`src/rtl/muon_coincidence_trigger.sv`:
```
// N-channel scintillator coincidence trigger: per-channel sync, rising-edge and mask,
// then an M-of-N coincidence window driving a fixed-width trigger pulse and dead time.
module muon_coincidence_trigger #(
    parameter int N_CH        = 8,
    parameter int SYNC_STAGES = 2,
    parameter int WIN_W       = 8,
    parameter int LEN_W       = 8,
    parameter int CNT_W       = 32
) (
    input  logic                      clk,
    input  logic                      rst_n,
    input  logic [N_CH-1:0]           ch_in,
    input  logic [N_CH-1:0]           ch_mask,
    input  logic [WIN_W-1:0]          win_len,
    input  logic [$clog2(N_CH+1)-1:0] majority,
    input  logic [LEN_W-1:0]          pulse_len,
    input  logic [LEN_W-1:0]          dead_len,
    input  logic                      counter_clr,
    output logic                      trig_out,
    output logic [N_CH-1:0]           trig_hits,
    output logic [CNT_W-1:0]          trig_count,
    output logic                      busy
);
    localparam int MAJ_W = $clog2(N_CH+1);

    typedef enum logic [1:0] {IDLE, OPEN, FIRE, DEAD} state_t;

    function automatic logic [MAJ_W-1:0] popcount(input logic [N_CH-1:0] v);
        logic [MAJ_W-1:0] c;
        c = '0;
        for (int i = 0; i < N_CH; i++) c = c + MAJ_W'(v[i]);
        return c;
    endfunction

    logic [N_CH-1:0]  sync_q [SYNC_STAGES];
    logic [N_CH-1:0]  prev_q;
    logic [N_CH-1:0]  edge_q;
    state_t           state_q;
    logic [N_CH-1:0]  hits_q;
    logic [N_CH-1:0]  trig_hits_q;
    logic [WIN_W-1:0] win_tmr_q;
    logic [LEN_W-1:0] pulse_tmr_q;
    logic [LEN_W-1:0] dead_tmr_q;
    logic [CNT_W-1:0] count_q;
    logic [CNT_W-1:0] count_d;
    logic             trig_q;
    logic             busy_q;
    logic [MAJ_W-1:0] eff_maj;
    logic [N_CH-1:0]  cand_d;
    logic             fire_d;

    always_ff @(posedge clk or negedge rst_n) begin
        if (!rst_n) begin
            for (int s = 0; s < SYNC_STAGES; s++) sync_q[s] <= '0;
            prev_q <= '0;
            edge_q <= '0;
        end else begin
            sync_q[0] <= ch_in;
            for (int s = 1; s < SYNC_STAGES; s++) sync_q[s] <= sync_q[s-1];
            prev_q <= sync_q[SYNC_STAGES-1];
            edge_q <= sync_q[SYNC_STAGES-1] & ~prev_q & ch_mask;
        end
    end

    // Candidate pattern is the accumulated window plus this cycle's strobes.
    always_comb begin
        eff_maj = (majority == '0) ? MAJ_W'(1) : majority;
        cand_d  = (state_q == OPEN) ? (hits_q | edge_q) : edge_q;
        fire_d  = ((state_q == IDLE) || (state_q == OPEN)) && (popcount(cand_d) >= eff_maj);
        count_d = count_q;
        if (counter_clr) begin
            count_d = '0;
        end else if (fire_d && (count_q != {CNT_W{1'b1}})) begin
            count_d = count_q + CNT_W'(1);
        end
    end

    always_ff @(posedge clk or negedge rst_n) begin
        if (!rst_n) begin
            state_q     <= IDLE;
            hits_q      <= '0;
            trig_hits_q <= '0;
            win_tmr_q   <= '0;
            pulse_tmr_q <= '0;
            dead_tmr_q  <= '0;
            count_q     <= '0;
            trig_q      <= 1'b0;
            busy_q      <= 1'b0;
        end else begin
            count_q <= count_d;
            case (state_q)
                IDLE, OPEN: begin
                    if (fire_d) begin
                        state_q     <= FIRE;
                        busy_q      <= 1'b1;
                        trig_q      <= 1'b1;
                        trig_hits_q <= cand_d;
                        hits_q      <= '0;
                        pulse_tmr_q <= (pulse_len == '0) ? LEN_W'(1) : pulse_len;
                        dead_tmr_q  <= dead_len;
                    end else if (state_q == IDLE) begin
                        if ((edge_q != '0) && (win_len != '0)) begin
                            state_q   <= OPEN;
                            busy_q    <= 1'b1;
                            hits_q    <= edge_q;
                            win_tmr_q <= win_len;
                        end
                    end else if (win_tmr_q == WIN_W'(1)) begin
                        state_q <= IDLE;
                        busy_q  <= 1'b0;
                        hits_q  <= '0;
                    end else begin
                        hits_q    <= cand_d;
                        win_tmr_q <= win_tmr_q - WIN_W'(1);
                    end
                end
                FIRE: begin
                    if (pulse_tmr_q == LEN_W'(1)) begin
                        trig_q <= 1'b0;
                        if (dead_tmr_q != '0) begin
                            state_q <= DEAD;
                        end else begin
                            state_q <= IDLE;
                            busy_q  <= 1'b0;
                        end
                    end else begin
                        pulse_tmr_q <= pulse_tmr_q - LEN_W'(1);
                    end
                end
                DEAD: begin
                    if (dead_tmr_q == LEN_W'(1)) begin
                        state_q <= IDLE;
                        busy_q  <= 1'b0;
                    end else begin
                        dead_tmr_q <= dead_tmr_q - LEN_W'(1);
                    end
                end
                default: begin
                    state_q <= IDLE;
                    busy_q  <= 1'b0;
                    trig_q  <= 1'b0;
                end
            endcase
        end
    end

    assign trig_out   = trig_q;
    assign trig_hits  = trig_hits_q;
    assign trig_count = count_q;
    assign busy       = busy_q;
endmodule
```
`config.mk`:
```
export PLATFORM = sky130hd
export DESIGN_NAME = muon_coincidence_trigger
export DESIGN_NICKNAME = d
export VERILOG_FILES = /design/src/rtl/muon_coincidence_trigger.sv
export SDC_FILE = /design/constraint.sdc
export NUM_CORES = 1
export LEC_CHECK = 0
export BUFFER_PORTS_ARGS = -buffer_cell sky130_fd_sc_hd__clkbuf_2
export CAP_MARGIN = 20
export CORE_ASPECT_RATIO = 1.5
export CORE_UTILIZATION = 50
export DETAILED_ROUTE_END_ITERATION = 8
export PLACE_DENSITY = 0.72
export REMOVE_ABC_BUFFERS = 1
export SLEW_MARGIN = 20
export SYNTH_ARGS = -nofsm -noshare
export SYNTH_HDL_FRONTEND = slang
export SYNTH_SLANG_ARGS = --single-unit
export TNS_END_PERCENT = 10
```
`constraint.sdc`:
```
create_clock -name clk -period 6 [get_ports clk]
set_clock_uncertainty 0.15 [all_clocks]
set_input_delay 1.8 -clock clk [delete_from_list [all_inputs] [get_ports clk]]
set_output_delay 1.8 -clock clk [all_outputs]
set_load 0.02 [all_outputs]
```
==> metrics.cfg <==
[sta]
tightest_slew_ns = 0.871
max_freq_mhz = 176
hold_violations = 0
fin_ws_ns = 0.315
drv_slew = 0
layout_min_cycle_time_ns = 5.68
rsz0062_at_grt = no
setup_total_negative_slack_ns = 0
whs_ns = 0.202
period_share = 0.947
finalSetupViolations = 0
slew_headroom = 0.419

[grt]
grt_usage = 0.233
antenna_found_initial = 0
grt_pass1_wl_um = 21000
grt_pass1_vias = 4560
grt_max_degree = 67
gr-total-overflow = 0

[setup_path]
crit_type = reg -> reg
worst-r2r-cell-count = 20
worstSetupStartpointType = flip-flop
critical_path_required_ns = 6.08
endpoint_kind = flip-flop
timing.rr.start = state_q[0]$_DFFE_PN0P_
slowest_delay_ns = 0.65
cp_slowest_cell = or4_1
cp_common_cell = inv_1
r2r_end = trig_count[31]$_DFFE_PN0P_
critPathTopFamily = adder cells
crit_buf_inv = 8
cp_max_fo = 8
rrSetupSlack_ns = 0.32
path_cells = inv_2 -> nor2_1 -> buf_4 -> a21oi_1 -> inv_1 -> fa_1 -> inv_1 -> fa_1 -> fa_1 -> inv_1 -> ha_1 -> inv_1 -> fa_1 -> inv_1 -> ha_1 -> inv_1 -> o21a_1 -> or4_1 -> nor4_1 -> mux2_1
crit_arrival_ns = 5.76

[routing]
wire_per_inst_um = 15.7
first_pass_iters = 4
vias = 4750
first_iter_violations = 234
ant_nets = 0
wirelength_um = 12800
viasPerCell = 5.85
post-route-drc-count = 0

[synthesis]
syn_area_um2 = 5480
syn_avg_cell_area_um2 = 9.46
yosysSeqAreaShare = 0.493
synth_edf_count = 0
ys.flop_type = dfrtp_1
synth_top_area_frac = 0.493
synth.distinct_cells = 54
synthArstFlopShare = 1.00
synth_seq_cells = 108
synth_area_leader_cell = dfrtp_1
ys_warn_count = 0
synthesis.instances = 580
synth_area_leaders = dfrtp_1 (49%), a21oi_1 (4.7%), o21ai_0 (4.0%)

[placement]
numPortBuffers = 88
gp_congestion = 0.829
hpwl_um = 9290
dp.cells = 796
dp_slack_ns = 0.360

[cts]
cts.clk_slew.worst_paths_ns = 0.07
clkSinkCount = 108
cts_root_buf = clkbuf_16
clockBufferDepth = 2
cts_tree = built
numCtsBuffers = 9
insertion_delay_ns = 0.35
h-tree-depth = 3

[floorplanning]
dieArea_um2 = 11400
pin_count = 89
coreArea_um2 = 10600
start_util = 0.515
dieHeight_um = 130
die_x_um = 87.5
row_count = 46

[power]
irDropWorstVdd_mv = 0.216
leakage_nw = 2.85
power.density_nw_per_um2 = 364

[final_layout]
drive_gt1_frac = 0.195
register_area_um2 = 2700
n_antenna_cell = 0
fin_util = 0.600
fillers = 915
post_layout_nonfiller_instances = 812
area_growth_pct = 16.5
multiInputGateArea_um2 = 2560
final_nets = 729

[worst_hold_path]
hp-class = reg -> reg
min_delay_path_depth = 0
whs_endpoint = sync_q[3]$_DFF_PN0_
min_from = sync_q[11]$_DFF_PN0_

[run_status]
status = finished clean

[job]
cap_viol_max_count = 0

-- worst max path at each step --
stage / startpoint / slack (ns) / cells past startpoint / end
after detailed placement: state_q[0]$_DFFE_PN0P_ / 0.36 / 21 / trig_count[16]$_DFFE_PN0P_
after CTS: state_q[0]$_DFFE_PN0P_ / 0.29 / 20 / trig_count[31]$_DFFE_PN0P_
after global placement: state_q[0]$_DFFE_PN0P_ / 0.53 / 20 / trig_count[31]$_DFFE_PN0P_
after global routing: state_q[0]$_DFFE_PN0P_ / 0.02 / 20 / trig_count[29]$_DFFE_PN0P_
final: state_q[0]$_DFFE_PN0P_ / 0.32 / 20 / trig_count[31]$_DFFE_PN0P_
after floorplan: state_q[0]$_DFFE_PN0P_ / 0.21 / 19 / trig_count[14]$_DFFE_PN0P_
-- worst reg2reg max path: cells and delay by family (launching register included) --
| kind | cells | cell delay, ns |
|---|---|---|
| adders and majority gates | 6 | 2.38 |
| buffers and inverters | 8 | 0.71 |
| AOI/OAI and AO/OA | 2 | 0.49 |
| DFF | 1 | 0.48 |
| muxes | 1 | 0.36 |
| and+or+nand+nor | 3 | 1.01 |
-- synthesized netlist by cell type (3+ instances only) --
cell	count
nand3_1	17
nor3_1	24
ha_1	15
nor2b_1	10
o21ai_0	44
inv_1	30
nor3b_1	3
nand4_1	11
or4_1	20
mux2_1	3
a31o_2	3
a21oi_1	52
o2bb2ai_1	14
clkbuf_1	22
mux2_2	5
and4_1	4
a22oi_1	6
nand2_1	47
nor4_1	15
fa_1	4
nor2_1	53
dfrtp_1	108
or3_1	7
a31oi_1	6
o31ai_1	21
-- final cells by class --
cell class	count	area share
clock inverter	6	0.0125
sequential	108	0.423
multi-input combinational	415	0.401
timing repair buffer	98	0.0810
clock buffer	10	0.0358
inverter	31	0.0182
tap	144	0.0282
-- flip-flops by register name, summed over array words and instances (netlist names), 2 cells and up --
name and cells:
trig_count 32, sync_q 16, dead_tmr_q 8, edge_q 8
hits_q 8, prev_q 8, pulse_tmr_q 8, trig_hits 8
win_tmr_q 8, state_q 2
-- cell families (layout without fill, tap and decap cells) --
kind of cell / count (synthesis) / in the layout / synth area share
simple gates: 226 / 226 / 0.219
compound gates: 159 / 159 / 0.177
flops: 108 / 108 / 0.493
buf+inv: 57 / 145 / 0.0406
fa+ha+maj: 19 / 19 / 0.0488
mux: 10 / 10 / 0.0201
xor+xnor: 1 / 1 / 0.00160
-- through the flow --
step                area, um2  total power [W]
global route             6390          0.00247
global placement         6080          0.00169
detailed placement       6080          0.00172
finish                   6390          0.00232
CTS                      6380          0.00234
floorplan                5380          0.00148
-- per-layer routing --
metal	up-vias	global-route usage	routed length [um]
li1	2292	-	-
met1	2312	0.293	5390
met2	128	0.407	6620
met3	18	0.0354	531
met4	0	0.0810	223
met5	-	0	0
-- report_power, final --
group	switching, W	total, W	internal [W]	leakage (nW)
Clock	0.000277	0.000611	0.000334	0.149
Sequential	0.000128	0.00100	0.000877	1.39
Combinational	0.000433	0.000708	0.000275	1.31
Total	0.000838	0.00232	0.00149	2.85
-- what timing repair did --
item | CTS | global route
hold endpoints to repair | 0 | 0
endpoints found under the setup margin | 0 | 13
setup buffers | 0 | 0
hold buffers | 0 | 0
resized for setup | 0 | 2
-- cells in the final DEF (no fill, tap or decap), drive strengths merged, types with 21 or more instances in the layout --
cell	count
dfrtp	108
clkbuf	97
nor2	53
a21oi	52
nand2	47
o21ai	46
inv	33
nor3	24
o31ai	21
or4	21
No activity file was read; power rests on OpenSTA's default activity.
